<file path="config.mk">
export PLATFORM = sky130hd
export DESIGN_NAME = sample_framer
export DESIGN_NICKNAME = d
export VERILOG_FILES = /design/src/rtl/sample_framer.sv
export SDC_FILE = /design/constraint.sdc
export NUM_CORES = 1
export LEC_CHECK = 0
export BUFFER_PORTS_ARGS = -buffer_cell sky130_fd_sc_hd__buf_2
export CORE_ASPECT_RATIO = 1.4
export CORE_UTILIZATION = 35
export CTS_BUF_LIST = sky130_fd_sc_hd__clkbuf_8
export CTS_CLUSTER_DIAMETER = 60
export DETAILED_ROUTE_END_ITERATION = 8
export PLACE_DENSITY = 0.5
export RECOVER_POWER = 50
export REMOVE_ABC_BUFFERS = 1
export SKIP_LAST_GASP = 1
export SLEW_MARGIN = 5
export SYNTH_ARGS = -nofsm -noshare
export SYNTH_HDL_FRONTEND = slang
export SYNTH_SLANG_ARGS = --single-unit
</file>
<file path="constraint.sdc">
create_clock -name clk -period 4.6 [get_ports clk]
set_input_delay 0.92 -clock clk [delete_from_list [all_inputs] [get_ports clk]]
set_output_delay 0.92 -clock clk [all_outputs]
set_load 0.005 [all_outputs]
</file>
<file path="src/rtl/sample_framer.sv">
`default_nettype none
// ============================================================================
// Module   : sample_framer
// Purpose  : Collects DATA_LEN samples over valid/ready, pulses start, then
//            replays the frame at one sample per clock for the boxcar filter.
// Revision : 1.0
// ============================================================================
module sample_framer #(
   parameter int DATA_WIDTH = 8,
   parameter int DATA_LEN   = 50
) (
   input  logic                  clk,
   input  logic                  rst,
   input  logic                  in_valid,
   input  logic [DATA_WIDTH-1:0] in_data,
   output logic                  in_ready,
   input  logic                  flush,
   output logic                  start,
   output logic [DATA_WIDTH-1:0] data_out,
   output logic                  sample_valid,
   output logic                  frame_done,
   output logic [15:0]           frame_count
);

   localparam int               IDX_W      = (DATA_LEN > 1) ? $clog2(DATA_LEN) : 1;
   localparam logic [IDX_W-1:0] C_LAST_IDX = IDX_W'(DATA_LEN - 1);

   typedef enum logic [1:0] {
      S_FILL   = 2'd0,
      S_ARM    = 2'd1,
      S_STREAM = 2'd2
   } state_t;

   state_t                state_q;
   logic [IDX_W-1:0]      wr_idx_q;
   logic [IDX_W-1:0]      rd_idx_q;
   logic                  start_q;
   logic                  sample_valid_q;
   logic                  frame_done_q;
   logic [DATA_WIDTH-1:0] data_out_q;
   logic [15:0]           frame_count_q;
   logic [DATA_WIDTH-1:0] buf_q [DATA_LEN];
   logic                  w_accept;

   assign in_ready     = (state_q == S_FILL) && !flush;
   assign w_accept     = in_valid && in_ready;
   assign start        = start_q;
   assign data_out     = data_out_q;
   assign sample_valid = sample_valid_q;
   assign frame_done   = frame_done_q;
   assign frame_count  = frame_count_q;

   // Frame storage is deliberately left out of reset.
   always_ff @(posedge clk) begin
      if (w_accept) begin
         buf_q[wr_idx_q] <= in_data;
      end
   end

   always_ff @(posedge clk) begin
      if (rst) begin
         state_q        <= S_FILL;
         wr_idx_q       <= '0;
         rd_idx_q       <= '0;
         start_q        <= 1'b0;
         sample_valid_q <= 1'b0;
         frame_done_q   <= 1'b0;
         data_out_q     <= '0;
         frame_count_q  <= '0;
      end else begin
         case (state_q)
            S_FILL: begin
               if (flush) begin
                  wr_idx_q <= '0;
               end else if (in_valid) begin
                  if (wr_idx_q == C_LAST_IDX) begin
                     wr_idx_q <= '0;
                     start_q  <= 1'b1;
                     state_q  <= S_ARM;
                  end else begin
                     wr_idx_q <= wr_idx_q + 1'b1;
                  end
               end
            end
            S_ARM: begin
               start_q        <= 1'b0;
               data_out_q     <= buf_q[0];
               rd_idx_q       <= IDX_W'(1);
               sample_valid_q <= 1'b1;
               state_q        <= S_STREAM;
            end
            S_STREAM: begin
               // frame_done_q marks the cycle currently presenting the last sample.
               if (frame_done_q) begin
                  frame_done_q   <= 1'b0;
                  sample_valid_q <= 1'b0;
                  data_out_q     <= '0;
                  rd_idx_q       <= '0;
                  frame_count_q  <= frame_count_q + 16'd1;
                  state_q        <= S_FILL;
               end else begin
                  data_out_q   <= buf_q[rd_idx_q];
                  rd_idx_q     <= rd_idx_q + 1'b1;
                  frame_done_q <= (rd_idx_q == C_LAST_IDX);
               end
            end
            default: begin
               state_q <= S_FILL;
            end
         endcase
      end
   end

endmodule
`default_nettype wire

</file>
Word-level counts from Yosys, hierarchy flattened
Memories as Yosys holds them, arrays and structs flattened. A register that Yosys moved wholly into a read port is not among the register bits.
Index checks and enable logic that the tools add are counted.
{"block": "op_classes", "n_addsub": 3, "n_eq_ne": 8, "n_mux": 23, "reduce_logical": 12}
{"op": "2-to-1 mux 6 bit", "n": 6}
{"op": "adder 16 x 1 -> 16 bit (second input constant)", "n": 1}
{"op": "case mux 8 bit (2 select lines)", "n": 1}
{"op": "adder 6 x 1 -> 6 bit (second input constant)", "n": 2}
{"op": "equality test 6 bit (second input constant)", "n": 2}
{"op": "case mux 6 bit (2 select lines)", "n": 1}
{"op": "2-to-1 mux 2 bit", "n": 4}
{"op": "2-to-1 mux 8 bit", "n": 1}
{"op": "AND reduction 4 bit", "n": 2}
{"op": "2-to-1 mux 1 bit", "n": 7}
{"op": "inequality test 2 bit (second input constant)", "n": 3}
{"op": "case mux 2 bit (3 select lines)", "n": 1}
{"op": "AND reduction 2 bit", "n": 3}
{"op": "nonzero test 2 bit", "n": 3}
{"op": "case mux 1 bit (2 select lines)", "n": 2}
{"op": "equality test 2 x 1 -> 1 bit (second input constant)", "n": 1}
{"op": "equality test 2 bit (second input constant)", "n": 1}
{"op": "logical AND 1 bit", "n": 2}
{"op": "zero test 2 bit", "n": 1}
{"op": "inequality test 2 x 1 -> 1 bit (second input constant)", "n": 1}
{"op": "zero test 1 bit", "n": 1}
{"block": "word_totals", "ff_bits": 41, "ramBits": 400, "input_bits": 12, "n_memories": 1}
{"memory": "buf_q", "depth": 50, "word_bits": 8, "read_ports": 2, "rd_clocked_by_memory_dff": 1, "write_ports": 1, "line": "42", "source": "logic [DATA_WIDTH-1:0] buf_q [DATA_LEN];"}

Longest topological paths before layout
{"block": "depth", "word_depth": 5, "ltp_mapped": 8, "ltp_nobuf": 7}

Worst setup path before layout
No wires, ideal clock.
{"block": "synth_path", "path_type": "input to register", "startpoint": "input flush", "endpoint": "memory buf_q[16][0], enable pin", "setup_time_ns": 0.395, "arrival_time_ns": 2.368, "required_ns": 4.205, "setup_slack_ns": 1.837, "path_stages": 4, "cell_sequence": "nand3b_1 > nor2_1 > nand3b_1 > nor4_1"}
{"block": "synth_between", "elab_chain_cells": 5}
{"item": "start: declaration", "line": "17", "source": "input logic flush,"}
{"item": "zero test 1 bit", "line": "45", "source": "assign in_ready = (state_q == S_FILL) && !flush;"}
{"item": "logical AND 1 bit", "line": "45"}
{"item": "logical AND 1 bit", "line": "46", "source": "assign w_accept = in_valid && in_ready;"}
{"item": "2-to-1 mux 1 bit", "line": "55", "source": "if (w_accept) begin"}
{"item": "2-to-1 mux 1 bit (implied by the code)", "line": "56", "source": "buf_q[wr_idx_q] <= in_data;"}
{"item": "end: declaration", "line": "42"}
Every way passes these cells.

Final worst setup path
{"block": "layout_path", "startpoint": "input in_data[2]", "endpoint": "memory buf_q[8][2], data pin"}
{"item": "start: declaration", "line": "15", "source": "input logic [DATA_WIDTH-1:0] in_data,"}
Straight into the memory's write port.

==> run summary <==
Die W = 193 µm
Status = finished with violations
Simple-Gate Fraction of Synth Area = 6.86%
Die Ht = 269 µm
Crit path DAT = 3.15 ns
Hold Startpoint = rd_idx_q[5]$_SDFFE_PP0N_
IR drop worst, VDD = 0.177 mV
Failing checks = DRC, capacitance limit, slew limit
CTS tree = built
TritonCTS Buffers = 68
Ports = 40
Htree depth = 3
Core area = 0.0501 mm²
FMAX = 328 MHz
Seq/Total Area, Yosys = 72.7%
Worst reg-to-reg setup slack = 1.87 ns
Cts hold-fix bufs = 0
PnR worst setup slack = 1.55 ns
Worst hold path cell count = 2
Wl on met1 = 18000 µm
Adder-cell share of the synthesized area = 0.632%
Cell count after synthesis = 1034
Gr ovfl total = 0
Min Hold Slack = 0.481 ns
Met2 Wirelength = 23800 µm
Top cells by area, synth = edfxtp_1, mux4_2, dfxtp_1
CP max stage cell = clkbuf_1
Worst-path maximum fanout = 35
Cell breakdown of the critical path = clkbuf_1 > clkbuf_1
Post-Synthesis Cell Area = 0.0178 mm²
Cell Pwr Density = 381 mW/mm²
Commonest cells in the synthesized netlist = edfxtp_1, nor2_1, mux4_2
Area fraction of the dominant cell type after synthesis = 67.4%
Clock sinks = 447
Worst Setup End Kind = flop
Library cells used by synthesis = 53
Post-Syn Area per Cell = 17.2 µm²
Mux contribution to synthesized area = 13.2%
Root Buffer = clkbuf_8
Clock Skews = 0.0346 ns
# rows = 97
Ratio of cells with drive above 1 in the final layout = 18.7%
Cell count of the worst reg-to-reg path = 6
Cell taking the most area after synthesis = edfxtp_1
Area added between synthesis and finish = 11.4%
Initial Util = 35.5%
Post-DR wirelength/cell = 24.7 µm
Number of antenna violations at the first check in global routing = 2
Clock transition at path regs = 0.06 ns
Top-count cell post-synth = edfxtp_1
WHS Endpoint = frame_done$_SDFFE_PP0N_
Clock Path Buffers = 3
Number of synthesized flops with an enable pin = 400
Yosys reg bits = 447
RSZ-0062 raised after global routing = false
Req. time, crit path = 4.70 ns
Hold Fails Final Rpt = 0
Number of global-route vias before repair = 9772
Post-synth ARST share = 0%
First-pass GRT wire length = 64800 µm
CP startpoint = in_data[2]
Final WL = 44600 µm
Total number of vias = 9487
Post-DP HPWL = 29200 µm
Fin nets = 1130
Final setup viols = 0
Buf/Inv on CP = 2
IO Port Bufs = 39
Pleak = 0.00607 µW
Main combinational cell family by area after synthesis = multiplexers
Pre-antenna DRT Iters = 8
PostCTS Resize Cnt = 0
Most used cell, CP = clkbuf_1
Compound-Gate Fraction of Synth Area = 4.11%
Final worst path period share = 66.2%
Synth Area in XOR/XNOR = 0.738%
Final TNS setup = 0 ns
Worst slew pin tran = 2.78 ns
DP Worst Slack = 1.58 ns
Max layer used = met5
Later-pin clock latency in the skew report = 0.62 ns
Hold Crit Class = reg2reg
Die area = 0.0518 mm²
WL met3 = 1980 µm
Drt initial violations = 670
ANT nets after route = 0
GRT Total Usage = 17.6%
Pin count of the biggest net entering global routing = 51
WS Path Type = in2reg
Layout fillers = 4610
Startpoint types = input port
Setup repair bufs after CTS = 0
Crit-path leading delay family = buffers and inverters
Minimum clock period after layout = 3.05 ns
Max cap viols = 8
Slew HR = -85.2%
Top FF cell, synth = edfxtp_1
Critical Path Max Stage Delay = 1.52 ns
Gpl congestion = 0.839
Max-slew violation count = 338
Via/cell ratio = 5.26
DRC violations left = 18
Synth warn = 0
Reg2Reg Capture Point = data_out[4]$_SDFFE_PP0N_
power breakdown:
part           internal (µW)  switching, µW
Combinational           14.6           97.1
Clock                   1500           1510
Sequential              4430           5.08
layout by cell type (no fill, tap or decap), types with 12 or more instances in the layout:
cell | Yosys | routed
nand3_1 | 25 | 25
nor2_1 | 96 | 96
edfxtp_1 | 400 | 400
clkbuf_8 | 0 | 72
mux2_2 | 18 | 18
mux4_2 | 70 | 70
nand4_1 | 12 | 13
nor2b_1 | 18 | 18
dfxtp_1 | 47 | 44
clkbuf_1 | 16 | 22
inv_1 | 10 | 36
buf_2 | 18 | 22
a22oi_1 | 12 | 12
a21oi_1 | 35 | 35
o22ai_1 | 12 | 12
mux2i_1 | 41 | 41
o21ai_0 | 22 | 23
nand2_1 | 46 | 46
worst max-delay path by stage:
stage	endpoint	cells after the start	slack [ns]
final	buf_q[8][2]$_DFFE_PP_	2	1.55
after global routing	buf_q[8][2]$_DFFE_PP_	2	1.35
after CTS	data_out[7]$_SDFFE_PP0N_	5	1.80
after detailed placement	buf_q[23][2]$_DFFE_PP_	5	1.58
after global placement	buf_q[23][7]$_DFFE_PP_	5	1.61
after floorplan	data_out[4]$_SDFFE_PP0N_	4	0.01
stage by stage:
stage          std cells  instance area (µm²)  power, µW  utilization, %
2_1_floorplan        984                17500       4530               -
3_3_place_gp        1682                18700       4630            37.2
3_5_place_dp        1682                18700       4630            37.2
4_1_cts             1801                19900       7640            39.7
5_1_grt             1802                19800       7810            39.6
6_report            1802                19800       7560            39.6
routing by layer:
layer / GRT usage, % / vias up
met5: 0 / -
met4: 5.34 / 2
met3: 3.02 / 55
met2: 31.6 / 253
met1: 21.2 / 4931
li1: - / 4246
sequential cells by signal, indices dropped and copies added (netlist names), named ones only:
signal	cells
start	1
buf_q	400
rd_idx_q	6
sample_valid	1
frame_count	16
state_q	2
frame_done	1
wr_idx_q	6
data_out	8
final cells by class:
cell class                 count  area [µm²]  share of cell area, %
sequential                   447       13000                   65.3
multi-input combinational    526        4530                   22.8
clock buffer                  72         991                   5.00
tap                          643         805                   4.06
timing repair buffer          55         275                   1.39
clock inverter                47         228                   1.15
inverter                      11        41.3                  0.208
antenna                        1        2.50                 0.0126
logic make-up (layout without fill, tap and decap cells):
logic type,after synthesis,after routing
AO/OA/AOI/OAI,114,114
flip-flops,447,447
buffers and inverters,61,185
XOR/XNOR,15,15
other,0,1
AND/OR/NAND/NOR,253,253
adder cells (fa/ha/maj),9,9
multiplexers,135,135
No activity file was read; power rests on OpenSTA's default activity.
